`config.mk`:
```
export PLATFORM = sky130hd
export DESIGN_NAME = col_en_sched_flat
export DESIGN_NICKNAME = d
export VERILOG_FILES = /design/src/rtl/col_en_sched_pkg.sv /design/src/rtl/col_en_sched_if.sv /design/src/rtl/col_en_sched_rr_arb.sv /design/src/rtl/col_en_sched.sv /design/src/flat_wrapper.sv
export SDC_FILE = /design/constraint.sdc
export NUM_CORES = 1
export LEC_CHECK = 0
export CORE_UTILIZATION = 59
export CTS_CLUSTER_DIAMETER = 40
export DETAILED_ROUTE_END_ITERATION = 8
export PLACE_DENSITY = 0.85
export SLEW_MARGIN = 10
export SYNTH_ARGS = -nofsm -noshare
export SYNTH_HDL_FRONTEND = slang
export SYNTH_SLANG_ARGS = --single-unit
```
`constraint.sdc`:
```
create_clock -name clkin -period 4.9 [get_ports clkin]
set_clock_uncertainty 0.15 [all_clocks]
set_input_delay 0.98 -clock clkin [delete_from_list [all_inputs] [get_ports clkin]]
set_output_delay 0.98 -clock clkin [all_outputs]
set_load 0.1 [all_outputs]
```
`src/rtl/col_en_sched_pkg.sv`:
```
// -----------------------------------------------------------------------------
// col_en_sched_pkg
// Shared definitions for the column-group enable scheduler:
//   MOTOR_COLS         - number of motor column groups on the board
//   col_sched_state_t  - scheduler FSM state encoding (IDLE, WAKE, FAULT)
// -----------------------------------------------------------------------------
package col_en_sched_pkg;

    localparam int MOTOR_COLS = 4;

    typedef enum logic [1:0] {
        IDLE  = 2'd0,
        WAKE  = 2'd1,
        FAULT = 2'd2
    } col_sched_state_t;

endpackage

```
`src/rtl/col_en_sched_if.sv`:
```
// -----------------------------------------------------------------------------
// col_en_sched_if
// Per-group request/enable bundle between the motor sequencers and the
// scheduler.
//   req          - level request per group (sequencer -> scheduler)
//   col_en       - driver sleep_n per group (scheduler -> pins)
//   grant        - PWM may be driven per group
//   busy         - any col_en high
//   timeout_flag - sticky grant-timeout per group
// Modports: master = sequencer side, slave = scheduler side.
// -----------------------------------------------------------------------------
interface col_en_sched_if
    import col_en_sched_pkg::*;
#(
    parameter int NUM_GROUPS = MOTOR_COLS
);
    logic [NUM_GROUPS-1:0] req;
    logic [NUM_GROUPS-1:0] col_en;
    logic [NUM_GROUPS-1:0] grant;
    logic [NUM_GROUPS-1:0] timeout_flag;
    logic                  busy;

    modport master (
        output req,
        input  col_en,
        input  grant,
        input  busy,
        input  timeout_flag
    );

    modport slave (
        input  req,
        output col_en,
        output grant,
        output busy,
        output timeout_flag
    );
endinterface

```
`src/rtl/col_en_sched_rr_arb.sv`:
```
// -----------------------------------------------------------------------------
// rr_arb
// Combinational round-robin arbiter. Searches req_i starting at index ptr_i,
// wrapping around, and returns the first set bit as a one-hot winner.
//   req_i   - request vector
//   ptr_i   - highest-priority index for this evaluation
//   gnt_o   - one-hot winner (all zero when no request)
//   valid_o - a winner exists
// -----------------------------------------------------------------------------
module rr_arb
    import col_en_sched_pkg::*;
#(
    parameter int NUM_GROUPS = MOTOR_COLS,
    parameter int PTR_W      = (NUM_GROUPS > 1) ? $clog2(NUM_GROUPS) : 1
) (
    input  logic [NUM_GROUPS-1:0] req_i,
    input  logic [PTR_W-1:0]      ptr_i,
    output logic [NUM_GROUPS-1:0] gnt_o,
    output logic                  valid_o
);

    // Rotating priority search starting at the pointer.
    always_comb begin
        logic [PTR_W-1:0] idx;
        logic             found;
        gnt_o = '0;
        found = 1'b0;
        idx   = '0;
        for (int off = 0; off < NUM_GROUPS; off++) begin
            idx = PTR_W'((int'(ptr_i) + off) % NUM_GROUPS);
            if (!found && req_i[idx]) begin
                gnt_o[idx] = 1'b1;
                found      = 1'b1;
            end else begin
                found = found;
            end
        end
        valid_o = found;
    end

endmodule

```
`src/rtl/col_en_sched.sv`:
```
// -----------------------------------------------------------------------------
// col_en_sched
// Decides when each motor column group's driver is woken (col_en) and when its
// PWM requester may drive (grant). At most MAX_ACTIVE groups are awake; wake-ups
// are serialised, each taking WAKE_CYCLES before grant. A filtered over-current
// forces every group asleep until fault_clear arrives with the fault gone.
//
// Ports:
//   clkin         - block clock
//   rst_n         - asynchronous active-low reset
//   bus (slave)   - req in; col_en, grant, busy, timeout_flag out
//   current_fault - raw over-current, synchronous to clkin
//   fault_clear   - one-cycle pulse clearing the latched fault
//   fault_latched - trip occurred and not yet cleared
//
// Optional feature macro: COL_SCHED_TIMEOUT_EN
//   When defined, each grant is limited to MAX_GRANT_CYCLES; an expired group
//   is dropped, flagged (sticky) and locked out until its req is seen low.
//   When undefined, grants are unlimited and timeout_flag is 0.
// -----------------------------------------------------------------------------
module col_en_sched
    import col_en_sched_pkg::*;
#(
    parameter int NUM_GROUPS       = MOTOR_COLS,
    parameter int MAX_ACTIVE       = 2,
    parameter int WAKE_CYCLES      = 16,
    parameter int FAULT_FILTER     = 4,
    parameter int MAX_GRANT_CYCLES = 65535
) (
    input  logic                 clkin,
    input  logic                 rst_n,
    col_en_sched_if.slave        bus,
    input  logic                 current_fault,
    input  logic                 fault_clear,
    output logic                 fault_latched
);

    localparam int PTR_W  = (NUM_GROUPS > 1) ? $clog2(NUM_GROUPS) : 1;
    localparam int CNT_W  = $clog2(NUM_GROUPS + 1);
    localparam int WAKE_W = $clog2(WAKE_CYCLES + 1);
    localparam int FILT_W = $clog2(FAULT_FILTER + 1);

    col_sched_state_t        state_q, state_d;
    logic [PTR_W-1:0]        ptr_q, ptr_d;
    logic [WAKE_W-1:0]       wake_cnt_q, wake_cnt_d;
    logic [NUM_GROUPS-1:0]   wake_grp_q, wake_grp_d;
    logic [NUM_GROUPS-1:0]   col_en_q, col_en_d;
    logic [NUM_GROUPS-1:0]   grant_q, grant_d;
    logic [FILT_W-1:0]       filt_q, filt_d;
    logic                    fault_latched_q, fault_latched_d;
    logic                    busy_q;

    logic [NUM_GROUPS-1:0]   req_s;
    logic [NUM_GROUPS-1:0]   rel_s;
    logic [NUM_GROUPS-1:0]   kept_s;
    logic [NUM_GROUPS-1:0]   elig_s;
    logic [NUM_GROUPS-1:0]   win_s;
    logic                    win_valid_s;
    logic [PTR_W-1:0]        win_idx_s;
    logic [CNT_W-1:0]        active_cnt_s;
    logic                    trip_s;
    logic [NUM_GROUPS-1:0]   to_drop_s;
    logic [NUM_GROUPS-1:0]   blocked_s;
    logic [NUM_GROUPS-1:0]   timeout_flag_s;

    assign req_s = bus.req;

    // Releases (req dropped or grant expired) free their slots before
    // arbitration, so a slot vacated this cycle can be reused immediately.
    always_comb begin
        rel_s        = col_en_q & (~req_s | to_drop_s);
        kept_s       = col_en_q & ~rel_s;
        elig_s       = req_s & ~col_en_q & ~blocked_s;
        active_cnt_s = '0;
        for (int g = 0; g < NUM_GROUPS; g++) begin
            active_cnt_s = active_cnt_s + CNT_W'(kept_s[g]);
        end
    end

    rr_arb #(
        .NUM_GROUPS (NUM_GROUPS),
        .PTR_W      (PTR_W)
    ) u_rr_arb (
        .req_i   (elig_s),
        .ptr_i   (ptr_q),
        .gnt_o   (win_s),
        .valid_o (win_valid_s)
    );

    // One-hot winner to index, for the pointer update.
    always_comb begin
        win_idx_s = '0;
        for (int g = 0; g < NUM_GROUPS; g++) begin
            if (win_s[g]) begin
                win_idx_s = PTR_W'(g);
            end else begin
                win_idx_s = win_idx_s;
            end
        end
    end

    // Over-current filter: saturating run-length of consecutive fault cycles.
    // The trip fires on the edge that closes the FAULT_FILTER-th such cycle.
    always_comb begin
        if (current_fault) begin
            if (filt_q == FILT_W'(FAULT_FILTER)) begin
                filt_d = filt_q;
            end else begin
                filt_d = filt_q + FILT_W'(1);
            end
        end else begin
            filt_d = '0;
        end
        trip_s = current_fault && (filt_q >= FILT_W'(FAULT_FILTER - 1));
    end

    // Scheduler next-state: arbitration in IDLE, wake timing in WAKE, forced
    // sleep in FAULT. A trip overrides everything, including wake completion.
    always_comb begin
        state_d         = state_q;
        ptr_d           = ptr_q;
        wake_cnt_d      = wake_cnt_q;
        wake_grp_d      = wake_grp_q;
        col_en_d        = col_en_q & ~rel_s;
        grant_d         = grant_q & ~rel_s;
        fault_latched_d = fault_latched_q;

        case (state_q)
            IDLE: begin
                if (win_valid_s && (int'(active_cnt_s) < MAX_ACTIVE)) begin
                    col_en_d   = col_en_d | win_s;
                    wake_grp_d = win_s;
                    wake_cnt_d = '0;
                    state_d    = WAKE;
                    if (win_idx_s == PTR_W'(NUM_GROUPS - 1)) begin
                        ptr_d = '0;
                    end else begin
                        ptr_d = win_idx_s + PTR_W'(1);
                    end
                end else begin
                    state_d = IDLE;
                end
            end
            WAKE: begin
                if ((wake_grp_q & rel_s) != '0) begin
                    // Waking group abandoned its request.
                    state_d    = IDLE;
                    wake_cnt_d = '0;
                    wake_grp_d = '0;
                end else if (wake_cnt_q == WAKE_W'(WAKE_CYCLES - 1)) begin
                    grant_d    = grant_d | wake_grp_q;
                    state_d    = IDLE;
                    wake_cnt_d = '0;
                    wake_grp_d = '0;
                end else begin
                    wake_cnt_d = wake_cnt_q + WAKE_W'(1);
                end
            end
            FAULT: begin
                col_en_d = '0;
                grant_d  = '0;
                if (fault_clear && !current_fault) begin
                    state_d         = IDLE;
                    fault_latched_d = 1'b0;
                end else begin
                    state_d = FAULT;
                end
            end
            default: begin
                state_d    = IDLE;
                col_en_d   = '0;
                grant_d    = '0;
                wake_cnt_d = '0;
                wake_grp_d = '0;
            end
        endcase

        if (trip_s) begin
            state_d         = FAULT;
            col_en_d        = '0;
            grant_d         = '0;
            wake_cnt_d      = '0;
            wake_grp_d      = '0;
            ptr_d           = ptr_q;
            fault_latched_d = 1'b1;
        end else begin
            fault_latched_d = fault_latched_d;
        end
    end

    // Scheduler state and output registers.
    always_ff @(posedge clkin or negedge rst_n) begin
        if (!rst_n) begin
            state_q         <= IDLE;
            ptr_q           <= '0;
            wake_cnt_q      <= '0;
            wake_grp_q      <= '0;
            col_en_q        <= '0;
            grant_q         <= '0;
            filt_q          <= '0;
            fault_latched_q <= 1'b0;
            busy_q          <= 1'b0;
        end else begin
            state_q         <= state_d;
            ptr_q           <= ptr_d;
            wake_cnt_q      <= wake_cnt_d;
            wake_grp_q      <= wake_grp_d;
            col_en_q        <= col_en_d;
            grant_q         <= grant_d;
            filt_q          <= filt_d;
            fault_latched_q <= fault_latched_d;
            busy_q          <= |col_en_d;
        end
    end

`ifdef COL_SCHED_TIMEOUT_EN
    localparam int GNT_W = $clog2(MAX_GRANT_CYCLES + 1);

    logic [GNT_W-1:0]      gcnt_q [NUM_GROUPS];
    logic [GNT_W-1:0]      gcnt_d [NUM_GROUPS];
    logic [NUM_GROUPS-1:0] blocked_q, blocked_d;
    logic [NUM_GROUPS-1:0] timeout_flag_q, timeout_flag_d;

    // Grant expiry: counter holds the number of edges grant has been high.
    always_comb begin
        to_drop_s = '0;
        for (int g = 0; g < NUM_GROUPS; g++) begin
            if (grant_q[g] && (gcnt_q[g] == GNT_W'(MAX_GRANT_CYCLES - 1))) begin
                to_drop_s[g] = 1'b1;
            end else begin
                to_drop_s[g] = 1'b0;
            end
        end
    end

    // Grant counters, lockout until req seen low, sticky timeout flags.
    always_comb begin
        for (int g = 0; g < NUM_GROUPS; g++) begin
            if (grant_d[g] && grant_q[g]) begin
                gcnt_d[g] = gcnt_q[g] + GNT_W'(1);
            end else begin
                gcnt_d[g] = '0;
            end
        end
        blocked_d      = to_drop_s | (blocked_q & req_s);
        timeout_flag_d = (fault_clear ? '0 : timeout_flag_q) | to_drop_s;
    end

    // Timeout state registers.
    always_ff @(posedge clkin or negedge rst_n) begin
        if (!rst_n) begin
            for (int g = 0; g < NUM_GROUPS; g++) begin
                gcnt_q[g] <= '0;
            end
            blocked_q      <= '0;
            timeout_flag_q <= '0;
        end else begin
            for (int g = 0; g < NUM_GROUPS; g++) begin
                gcnt_q[g] <= gcnt_d[g];
            end
            blocked_q      <= blocked_d;
            timeout_flag_q <= timeout_flag_d;
        end
    end

    assign blocked_s      = blocked_q;
    assign timeout_flag_s = timeout_flag_q;
`else
    assign to_drop_s      = '0;
    assign blocked_s      = '0;
    assign timeout_flag_s = '0;
`endif

    assign bus.col_en       = col_en_q;
    assign bus.grant        = grant_q;
    assign bus.busy         = busy_q;
    assign bus.timeout_flag = timeout_flag_s;
    assign fault_latched    = fault_latched_q;

endmodule

```
`src/flat_wrapper.sv`:
```
// flat-port wrapper written by rule: the top's interface ports become plain ports
module col_en_sched_flat import col_en_sched_pkg::*;
#(
    parameter int NUM_GROUPS       = MOTOR_COLS,
    parameter int MAX_ACTIVE       = 2,
    parameter int WAKE_CYCLES      = 16,
    parameter int FAULT_FILTER     = 4,
    parameter int MAX_GRANT_CYCLES = 65535
)
  (clkin, rst_n, current_fault, fault_clear, fault_latched, bus_req, bus_col_en, bus_grant, bus_busy, bus_timeout_flag);
  col_en_sched_if #(.NUM_GROUPS(NUM_GROUPS)) bus_i ();
  input  logic clkin;
  input  logic rst_n;
  input  logic current_fault;
  input  logic fault_clear;
  output logic fault_latched;
  input wire logic [$bits(bus_i.req)-1:0] bus_req;
  output wire logic [$bits(bus_i.col_en)-1:0] bus_col_en;
  output wire logic [$bits(bus_i.grant)-1:0] bus_grant;
  output wire logic [$bits(bus_i.busy)-1:0] bus_busy;
  output wire logic [$bits(bus_i.timeout_flag)-1:0] bus_timeout_flag;
  assign bus_i.req = bus_req;
  assign bus_col_en = bus_i.col_en;
  assign bus_grant = bus_i.grant;
  assign bus_busy = bus_i.busy;
  assign bus_timeout_flag = bus_i.timeout_flag;
  col_en_sched #(.NUM_GROUPS(NUM_GROUPS), .MAX_ACTIVE(MAX_ACTIVE), .WAKE_CYCLES(WAKE_CYCLES), .FAULT_FILTER(FAULT_FILTER), .MAX_GRANT_CYCLES(MAX_GRANT_CYCLES)) u_core (.clkin(clkin), .rst_n(rst_n), .bus(bus_i), .current_fault(current_fault), .fault_clear(fault_clear), .fault_latched(fault_latched));
endmodule
```
==> flow_summary.toml <==
[synth]
synth_area_leaders = "dfrtp_1 38%, ha_1 10%, nand2_1 4.6%"
synth_warnings = 0
synth-async-reset-ratio = 1.00
synth-main-ff-cell = "dfrtp_1"
synth_cell_type_count = 45
synth_edf_count = 0
syn_area_um2 = 1720
netlist_top_cells_count = "26 x dfrtp_1, 21 x nand2_1, 18 x inv_1"
avgSynthCellArea_um2 = 9.66
syn_inst = 178
synthDominantCellAreaShare = 0.378
ys_ff_latch = 26
yosys.cell_count.top_type = "dfrtp_1"
synth_area_leader_cell = "dfrtp_1"
ys_seq_area_frac = 0.378

[die]
start_util = 0.623
die_height_um = 56.0
num_rows = 19
die_w_um = 56.0
coreArea_um2 = 2760
ios = 22
fp.dieArea_um2 = 3130

[placed_design]
io_buffer_count = 17
hpwl_um = 2820
gp_congestion = 0.865

[timing]
hold_slack_ps = 373
tightest_slew_ps = 985
fin_crit_sh = 0.701
relSlewSlack = 0.341
setup_tns_ps = 0
final-hold-violation-count = 0
maxSlewViolCount = 0
period_needed_ps = 3440
rsz0062_at_grt = "false"
fmax_mhz = 291
final-setup-viol-count = 0

[final_layout]
nFillCells = 212
antennaDiodeCount = 0
area_growth_pct = 13.6
nNetsFinal = 220
layout-drive-gt1-share = 0.0914

[routing]
wire_per_inst_um = 15.7
routed_wl_um = 3580
vias = 1399
drc = 0
drt_first_iter_violations = 87
detail-route-antenna-nets = 0
viasPerCell = 6.14
dr.pass1.iters = 4

[cts]
clock-root-buffer = "clkbuf_4"
cts_resized = 0
htreeDepth = 1
clock_path_buffers = 2
cts_tree = "built"
numCtsBuffers = 3
clock_sinks = 26
cts_hold_buf = 0
worst_skew_pair.late_latency_ps = 330
clk_pin_slew_ps = 140
cts_setup_buffers = 0

[setup_path]
crit_path_end_kind = "register"
cpLargestDelayFamily = "simple AND/OR/NAND/NOR gates"
worst_ep_arrival_time_ps = 3530
path_cells = "clkdlybuf4s50_1, nand2_1, inv_1, ha_1, ha_1, a311oi_1, o31ai_1, nor3_1, nand2_1, o2111ai_1"
criticalPathCategory = "in -> reg"
cpPeakStageDelay_ps = 640
required_ps = 5000
cp_slowest_cell = "nor3_1"
critPathLaunchType = "input pin"
worst-path-buf-inv = 2
path_max_fanout = 8

[power]
power_per_cell_area_nw_per_um2 = 605
leakagePower_nw = 0.891
total_power_mw = 1.18
irDropWorstVdd_v = 0.000486

[hold_path]
worstHoldPathType = "reg -> reg"

[flow_run]
maxCapViolCount = 0

[run_status]
status = "finished, final reports clean"

[grt]
antenna_found_initial = 0
grt-ovfl-total = 0
grt_pass1_vias = 1411
gr-usage-all-layers = 0.261
grt_start_max_net_pins = 27
grt_pass1_wl_um = 6470
## per-layer routing
layer,track usage,up-vias,wire (um)
li1,-,661,-
met1,0.344,687,1530
met2,0.444,45,1840
met3,0.0512,6,172
met4,0.0627,0,34
met5,0,-,0
## power by group
group	total [mW]	internal [mW]	switching, mW
logic	0.691	0.242	0.449
registers	0.344	0.274	0.0699
clock network	0.147	0.0828	0.0639
## layout by cell type, fill, tap and decap left out, drive strengths merged, types with 5 or more instances in the layout
cell type / synthesis / layout
nor2b: 5 / 5
nand3: 12 / 12
inv: 19 / 19
nand2b: 13 / 13
dfrtp: 26 / 26
ha: 14 / 14
o21ai: 9 / 9
clkdlybuf4s50: 0 / 16
nand2: 21 / 21
## cell families after synthesis
group           after synthesis  share of synthesized area
xor+xnor                      1                    0.00510
flops                        26                      0.378
simple gates                 67                      0.212
other cells                   1                    0.00218
fa+ha+maj                    14                      0.102
compound gates               42                      0.207
buf+inv                      24                     0.0611
mux                           3                     0.0320
## sequential cells by signal, indices dropped and copies added (netlist names)
name	count
u_core.bus.busy	1
u_core.ptr_q	2
u_core.filt_q	3
u_core.state_q	2
u_core.bus.col_en	4
u_core.wake_grp_q	4
u_core.bus.grant	4
u_core.wake_cnt_q	5
u_core.fault_latched	1
## final cells by class
class / instances / area, um2 / share of cell area
well taps: 31 / 38.8 / 0.0199
clock buffers: 3 / 22.5 / 0.0115
flip-flops and latches: 26 / 651 / 0.333
repair buffers: 17 / 165 / 0.0846
clock inverters: 1 / 30.0 / 0.0154
inverters: 19 / 71.3 / 0.0365
multi-input cells: 131 / 975 / 0.499
## final timing paths
kind	from	endpoint	slack (ps)	depth (start not counted)
max in group asynchronous	rst_n	u_core.bus.grant[2]	3750	1
min in group asynchronous	rst_n	u_core.state_q[0]	470	1
max	bus_req[0]	u_core.bus.busy	1460	10
max reg2reg	u_core.ptr_q[0]	u_core.bus.busy	2080	8
min reg2reg	u_core.wake_cnt_q[3]	u_core.wake_cnt_q[3]	370	1
min	u_core.wake_cnt_q[3]	u_core.wake_cnt_q[3]	370	1
## stage by stage
step | cells | utilization | instance area, um2 | worst slack, ps
3_5_place_dp | 224 | 0.691 | 1910 | 1160
6_report | 228 | 0.708 | 1950 | 1460
4_1_cts | 228 | 0.710 | 1960 | 1510
2_1_floorplan | 181 | - | 1730 | 1850
3_3_place_gp | 224 | 0.691 | 1910 | 1250
5_1_grt | 228 | 0.708 | 1950 | 1200
Power figures use the tool's default switching activity.
